===== config.mk =====
export PLATFORM = sky130hd
export DESIGN_NAME = life_gen_scheduler_flat
export DESIGN_NICKNAME = d
export VERILOG_FILES = /design/src/rtl/life_gen_scheduler_if.sv /design/src/rtl/life_gen_scheduler.sv /design/src/flat_wrapper.sv
export SDC_FILE = /design/constraint.sdc
export NUM_CORES = 1
export LEC_CHECK = 0
export ABC_AREA = 1
export BUFFER_PORTS_ARGS = -buffer_cell sky130_fd_sc_hd__buf_4
export CAP_MARGIN = 40
export CORE_ASPECT_RATIO = 1.2
export CORE_MARGIN = 5
export CORE_UTILIZATION = 45
export CTS_CLUSTER_SIZE = 10
export DETAILED_ROUTE_END_ITERATION = 10
export PLACE_DENSITY = 0.78
export SLEW_MARGIN = 20
export SYNTH_ARGS = -nofsm -noshare
export SYNTH_HDL_FRONTEND = slang
export SYNTH_SLANG_ARGS = --single-unit

===== constraint.sdc =====
create_clock -name out_stream_aclk -period 2 [get_ports out_stream_aclk]
set_clock_uncertainty 0.1 [all_clocks]
set_input_delay 0.2 -clock out_stream_aclk [delete_from_list [all_inputs] [get_ports out_stream_aclk]]
set_output_delay 0.2 -clock out_stream_aclk [all_outputs]
set_load 0.05 [all_outputs]

===== src/rtl/life_gen_scheduler_if.sv =====
// Control bundle between the Life generation scheduler and its host, video and compute neighbours.
// The master side is the scheduler; the slave side is everything around it.
interface life_gen_scheduler_if #(
  parameter int ROW_AW = 10,
  parameter int GEN_W  = 16
);
  logic              pause;
  logic              step_req;
  logic              init_active;
  logic              frame_end;
  logic [ROW_AW-1:0] fetch_addr;
  logic              fetch_valid;
  logic [ROW_AW-1:0] calc_row;
  logic              calc_start;
  logic              calc_done;
  logic              src_bank;
  logic              busy;
  logic [GEN_W-1:0]  gen_count;

  modport master (
    input  pause, step_req, init_active, frame_end, calc_done,
    output fetch_addr, fetch_valid, calc_row, calc_start, src_bank, busy, gen_count
  );

  modport slave (
    output pause, step_req, init_active, frame_end, calc_done,
    input  fetch_addr, fetch_valid, calc_row, calc_start, src_bank, busy, gen_count
  );
endinterface


===== src/rtl/life_gen_scheduler.sv =====
// Sequences one Game-of-Life generation: primes the line buffer, walks every row through the
// next-state engine, then flips the source bank only at a frame boundary so video never tears.
module life_gen_scheduler #(
  parameter int Y_SIZE    = 720,
  parameter int ROW_AW    = 10,
  parameter int FETCH_LAT = 2,
  parameter int GEN_W     = 16
) (
  input  logic                 out_stream_aclk,
  input  logic                 periph_reset,
  life_gen_scheduler_if.master bus
);

  localparam logic [2:0] ST_IDLE      = 3'd0;
  localparam logic [2:0] ST_PRIME     = 3'd1;
  localparam logic [2:0] ST_CALC      = 3'd2;
  localparam logic [2:0] ST_FETCH     = 3'd3;
  localparam logic [2:0] ST_WAIT_SWAP = 3'd4;
  localparam logic [2:0] ST_SWAP      = 3'd5;

  localparam int               LAT_W     = $clog2(FETCH_LAT + 2);
  localparam logic [LAT_W-1:0] LAT_LAST  = LAT_W'(FETCH_LAT);
  localparam logic [ROW_AW-1:0] ROW_LAST  = ROW_AW'(Y_SIZE - 1);
  localparam logic [ROW_AW-1:0] ROW_COUNT = ROW_AW'(Y_SIZE);

  logic [2:0]        state;
  logic [ROW_AW-1:0] row_r;
  logic [1:0]        prime_idx;
  logic [LAT_W-1:0]  lat_cnt;
  logic              fetch_valid;
  logic              calc_start;
  logic              src_bank;
  logic [ROW_AW-1:0] fetch_addr;
  logic [ROW_AW-1:0] calc_row;
  logic [GEN_W-1:0]  gen_count;

  logic              start_ok;
  logic              lat_done;
  logic [ROW_AW-1:0] row_ahead;
  logic [ROW_AW-1:0] row_wrap;
  logic [ROW_AW-1:0] row_next;

  always_comb begin
    start_ok  = !bus.init_active && (!bus.pause || bus.step_req);
    lat_done  = (lat_cnt == LAT_LAST);
    row_ahead = row_r + ROW_AW'(2);
    // Toroidal wrap: row_ahead never exceeds Y_SIZE, so one conditional subtract suffices.
    row_wrap  = (row_ahead >= ROW_COUNT) ? (row_ahead - ROW_COUNT) : row_ahead;
    row_next  = row_r + ROW_AW'(1);
  end

  always_ff @(posedge out_stream_aclk) begin
    if (periph_reset) begin
      state       <= ST_IDLE;
      row_r       <= '0;
      prime_idx   <= '0;
      lat_cnt     <= '0;
      fetch_valid <= 1'b0;
      calc_start  <= 1'b0;
      fetch_addr  <= '0;
      calc_row    <= '0;
      src_bank    <= 1'b0;
      gen_count   <= '0;
    end else begin
      fetch_valid <= 1'b0;
      calc_start  <= 1'b0;
      case (state)
        ST_IDLE: begin
          if (start_ok) begin
            state       <= ST_PRIME;
            fetch_valid <= 1'b1;
            fetch_addr  <= ROW_LAST;
            prime_idx   <= '0;
            lat_cnt     <= '0;
          end
        end
        // Three priming fetches (last row, row 0, row 1) fill the 3-row window around row 0.
        ST_PRIME: begin
          if (lat_done) begin
            if (prime_idx == 2'd2) begin
              state      <= ST_CALC;
              row_r      <= '0;
              calc_row   <= '0;
              calc_start <= 1'b1;
            end else begin
              prime_idx   <= prime_idx + 2'd1;
              fetch_valid <= 1'b1;
              fetch_addr  <= (prime_idx == 2'd0) ? '0 : ROW_AW'(1);
              lat_cnt     <= '0;
            end
          end else begin
            lat_cnt <= lat_cnt + LAT_W'(1);
          end
        end
        ST_CALC: begin
          if (bus.calc_done) begin
            if (row_r == ROW_LAST) begin
              state <= ST_WAIT_SWAP;
            end else begin
              state       <= ST_FETCH;
              fetch_valid <= 1'b1;
              fetch_addr  <= row_wrap;
              lat_cnt     <= '0;
            end
          end
        end
        ST_FETCH: begin
          if (lat_done) begin
            state      <= ST_CALC;
            row_r      <= row_next;
            calc_row   <= row_next;
            calc_start <= 1'b1;
          end else begin
            lat_cnt <= lat_cnt + LAT_W'(1);
          end
        end
        // Bank flip and count bump land on entry to SWAP; SWAP itself just returns to IDLE.
        ST_WAIT_SWAP: begin
          if (bus.frame_end) begin
            state     <= ST_SWAP;
            src_bank  <= ~src_bank;
            gen_count <= gen_count + GEN_W'(1);
          end
        end
        ST_SWAP: begin
          state <= ST_IDLE;
        end
        default: begin
          state <= ST_IDLE;
        end
      endcase
    end
  end

  assign bus.fetch_addr  = fetch_addr;
  assign bus.fetch_valid = fetch_valid;
  assign bus.calc_row    = calc_row;
  assign bus.calc_start  = calc_start;
  assign bus.src_bank    = src_bank;
  assign bus.gen_count   = gen_count;
  assign bus.busy        = (state != ST_IDLE);

endmodule


===== src/flat_wrapper.sv =====
// flat-port wrapper written by rule: the top's interface ports become plain ports
module life_gen_scheduler_flat 
#(
  parameter int Y_SIZE    = 720,
  parameter int ROW_AW    = 10,
  parameter int FETCH_LAT = 2,
  parameter int GEN_W     = 16
)
  (out_stream_aclk, periph_reset, bus_pause, bus_step_req, bus_init_active, bus_frame_end, bus_calc_done, bus_fetch_addr, bus_fetch_valid, bus_calc_row, bus_calc_start, bus_src_bank, bus_busy, bus_gen_count);
  life_gen_scheduler_if #(.ROW_AW(ROW_AW), .GEN_W(GEN_W)) bus_i ();
  input  logic out_stream_aclk;
  input  logic periph_reset;
  input wire logic [$bits(bus_i.pause)-1:0] bus_pause;
  input wire logic [$bits(bus_i.step_req)-1:0] bus_step_req;
  input wire logic [$bits(bus_i.init_active)-1:0] bus_init_active;
  input wire logic [$bits(bus_i.frame_end)-1:0] bus_frame_end;
  input wire logic [$bits(bus_i.calc_done)-1:0] bus_calc_done;
  output wire logic [$bits(bus_i.fetch_addr)-1:0] bus_fetch_addr;
  output wire logic [$bits(bus_i.fetch_valid)-1:0] bus_fetch_valid;
  output wire logic [$bits(bus_i.calc_row)-1:0] bus_calc_row;
  output wire logic [$bits(bus_i.calc_start)-1:0] bus_calc_start;
  output wire logic [$bits(bus_i.src_bank)-1:0] bus_src_bank;
  output wire logic [$bits(bus_i.busy)-1:0] bus_busy;
  output wire logic [$bits(bus_i.gen_count)-1:0] bus_gen_count;
  assign bus_i.pause = bus_pause;
  assign bus_i.step_req = bus_step_req;
  assign bus_i.init_active = bus_init_active;
  assign bus_i.frame_end = bus_frame_end;
  assign bus_i.calc_done = bus_calc_done;
  assign bus_fetch_addr = bus_i.fetch_addr;
  assign bus_fetch_valid = bus_i.fetch_valid;
  assign bus_calc_row = bus_i.calc_row;
  assign bus_calc_start = bus_i.calc_start;
  assign bus_src_bank = bus_i.src_bank;
  assign bus_busy = bus_i.busy;
  assign bus_gen_count = bus_i.gen_count;
  life_gen_scheduler #(.Y_SIZE(Y_SIZE), .ROW_AW(ROW_AW), .FETCH_LAT(FETCH_LAT), .GEN_W(GEN_W)) u_core (.out_stream_aclk(out_stream_aclk), .periph_reset(periph_reset), .bus(bus_i));
endmodule

==> results.md <==
* Outcome: finished, final reports clean
* FF-to-FF End: u_core.bus.fetch_addr[7]
* Sum of buffers and inverters on the critical path at 1
* Slowest cell on the critical path: dfxtp_4
* Filler cells at 568
* First-pass GRT wire length at 11000 um
* FFs w/ async S/R, synth at 0%
* Worst reg-to-reg path cell count at 17
* Clock slew at reported path FFs at about 90 ps
* Crit path required time at 2140 ps
* Crit-path most repeated cell: nand2_1
* Layout cells sized above 1 at 29.2%
* VDD IR max at between 0.5 and 0.6 mV
* Full die area at 7840 um^2
* Hold Crit Depth at 4
* Vias post-DR at 2753
* Metal-1 WL at around 2800 um
* Top sig layer: met4
* Worst path cell trace: nand2_2 -> nor2_2 -> nand2_1 -> nand2_1 -> inv_2 -> ha_1 -> nand2_1 -> nor2_2 -> nand2_1 -> nand2_2 -> nand3_2 -> nand2_4 -> nand2_4 -> nand2_1 -> nand2_1 -> nand2_1 -> a21oi_2
* Vias/cell at about 5.0
* Critical path's top delay family: simple AND/OR/NAND/NOR gates
* Yosys top cell area share at about 33%
* FMAX at ~500 MHz
* Floorplan row count at 31
* Area grow syn2layout at 27.3%
* Post-synth top area cell: dfxtp_1
* Pwr per Cell Area at 844 nW/um^2
* HP Start: periph_reset
* R2R Path Start: u_core.bus.calc_row[3]
* Final Max Slew Viols at 0
* CTS Buffer Depth at 2
* Leading cell type in the layout, fill and taps excluded: nand2_1
* CP Capture Type: register
* Pre-antenna DRT Iters at 4
* Die Ht at 96.0 um
* CTS Hold Bufs at 0
* CTS HTree Levels at 2
* Slowest Stage Delay on Critical Path at roughly 420 ps
* Finished Layout Cells at between 500 and 600
* Placed cell areas at between 3000 and 4000 um^2
* Total track usage at between 10% and 20%
* Final WL at 6680 um
* Post-synthesis cell count at 402
* Synth area leaders: dfxtp_1 33%, nand2_1 13%, inv_1 7.6%
* CTS root buffer: clkbuf_8
* Slew @ Worst Pin at roughly 330 ps
* Placed cell count at 536
* Clock latency on the worst-skew pair at about 300 ps
* CTS tree: yes
* Sequential area share after synthesis at roughly a third
* Power Internal at about 1.7 mW
* Mean Syn Cell Area at between 6 and 7 um^2
* Hold Path Sink: u_core.bus.gen_count[7]
* Hpwl dp at slightly above 5000 um
* #FFs+latches synth at 46
* Prevailing post-synth register cell: dfxtp_1
* Crit path launch type: register
* Global route overflow at 0
* DRT iter0 DRCs at approximately 120
* Final setup fails at 0
* Post-synth EDFFs at 0
* DRC at 0
* Critical path peak fanout at 8
* Final Hold Viols at 0
* Warnings from Yosys at 0
* DR WL met3 at 305 um
* Die X at ~80 um
* Routability cong. at 0.892
* Routed length per placed instance at 12.1 um
* Initial antenna violation count at 0
* Hold Crit Class: in -> reg
* Final nets at 487
* Largest net degree at the start of global routing at 24
* Post-synth cell types at 38
* Slew headroom at between 70% and 80%
* Post-route cell area at 3530 um^2
* Gate power share at a little over two fifths
* Switch Pwr at 1.24 mW
* Leak at approximately 1.6 nW
* Critical Path AT at about 2100 ps
* DR WL met2 at approximately 3300 um
* Flop pwr share at between 30 and 40%
* Tmin final at just under 2000 ps
* Number of port buffers at between 40 and 50
* Clock Sinks at 46
* Clock share of power at between 20% and 30%
* Most frequent cells in the layout: 94 x nand2_1, 64 x buf_4, 55 x inv_1
* Core box area at between 6000 and 7000 um^2
* Sw Share at between 40% and 50%
* Worst reg2reg setup slack at ~13 ps
* # diodes at 0
* Max Cap Viol at 0
* Number of global-route vias before repair at 2619
* Critical path class: reg -> reg
* Final worst path period share at approximately 99%
* Routed Antenna Nets at 0
* Io pins at 47
* CTS buffer count at 5
* Mapped Nets at ~420
* RSZ-0062 raised after global routing: true
* Initial core utilization at between 40% and 50%
* Synth Cell Area at between 2000 and 3000 um^2
## stage by stage
stage	setup TNS [ps]	power (mW)	util (%)	setup WS (ps)	hold slack, ps
2_1_floorplan	0	2.05	-	1.18	171
3_3_place_gp	0	2.32	54.7	55.1	338
3_5_place_dp	-56.2	2.34	54.7	-19.4	346
4_1_cts	0	2.99	56.5	4.98	155
5_1_grt	-675	3.19	58.7	-155	171
6_report	0	2.98	58.7	12.5	167
## cell families after synthesis
family                     after synthesis  synth area share [%]
and+or+nand+nor                        206                  36.1
DFF                                     46                  33.2
AOI/OAI and AO/OA                       63                  13.3
buffers and inverters                   70                  10.2
xor gates and xnor gates                 5                  1.85
adders and majority gates               12                  5.42
## layer usage
metal	track usage (%)	vias to the layer above
met5	0	-
met4	8.45	0
met3	3.93	14
met2	32.0	59
met1	19.6	1263
li1	-	1417
## power groups by stage
| stage | clock network [mW] | logic, mW | registers (mW) |
|---|---|---|---|
| 6_report | 0.647 | 1.25 | 1.09 |
| 5_1_grt | 0.710 | 1.37 | 1.10 |
| 4_1_cts | 0.666 | 1.24 | 1.09 |
| 2_1_floorplan | 0 | 0.685 | 1.36 |
| 3_5_place_dp | 0 | 1.23 | 1.11 |
| 3_3_place_gp | 0 | 1.21 | 1.11 |
## synth_stat cells (8+ instances only)
| master | instances |
|---|---|
| a21oi_1 | 32 |
| ha_1 | 12 |
| nor2_2 | 8 |
| nand2_2 | 8 |
| nor2_1 | 32 |
| nand3_1 | 25 |
| nor3_1 | 8 |
| inv_1 | 56 |
| nand2_1 | 98 |
| dfxtp_1 | 46 |
| o21ai_0 | 15 |
## area by class of cell
cell class                      instances  area (um^2)  share of cell area, %
Multi-Input combinational cell        286         1650                   46.9
Inverter                               64          243                   6.88
Clock inverter                          1         6.26                  0.177
Sequential cell                        46          935                   26.5
Clock buffer                            7         97.6                   2.76
Tap cell                               82          103                   2.91
Timing Repair Buffer                   65          492                   13.9
## worst register-to-register path, cell delays in order (launching register included)
cell     delay (ps)
dfxtp_4         420
nand2_2         100
nor2_2          130
nand2_1          60
nand2_1         120
inv_2            50
ha_1            170
nand2_1         100
nor2_2           40
nand2_1          60
nand2_2          60
nand3_2          90
nand2_4          80
nand2_4          90
nand2_1          50
nand2_1          60
nand2_1          60
a21oi_2         110
## timing repair
| action | 4_1_cts | 5_1_grt |
|---|---|---|
| resized for setup | 2 | 19 |
| pin swaps | 0 | 5 |
| setup endpoints to repair | 4 | 13 |
| setup buffers | 0 | 7 |
| gates cloned | 0 | 0 |
## worst max path at each step
stage                                to  slack (ps)  cells after the start                   start
2_1_floorplan  u_core.bus.fetch_addr[7]           1                     16  u_core.bus.calc_row[4]
5_1_grt        u_core.bus.fetch_addr[6]        -160                     17  u_core.bus.calc_row[3]
3_5_place_dp   u_core.bus.fetch_addr[6]         -20                     16  u_core.bus.calc_row[2]
6_report       u_core.bus.fetch_addr[7]          10                     17  u_core.bus.calc_row[3]
4_1_cts        u_core.bus.fetch_addr[4]           5                     15  u_core.bus.calc_row[2]
3_3_place_gp   u_core.bus.fetch_addr[6]          60                     16  u_core.bus.calc_row[2]
## state kept, by name, summed over array words and instances (netlist names), 2 cells and up
register               count
u_core.bus.calc_row       10
u_core.bus.fetch_addr     10
u_core.bus.gen_count      16
u_core.lat_cnt             2
u_core.prime_idx           2
u_core.state               3
Note: power is estimated with default switching activity, not from simulation.
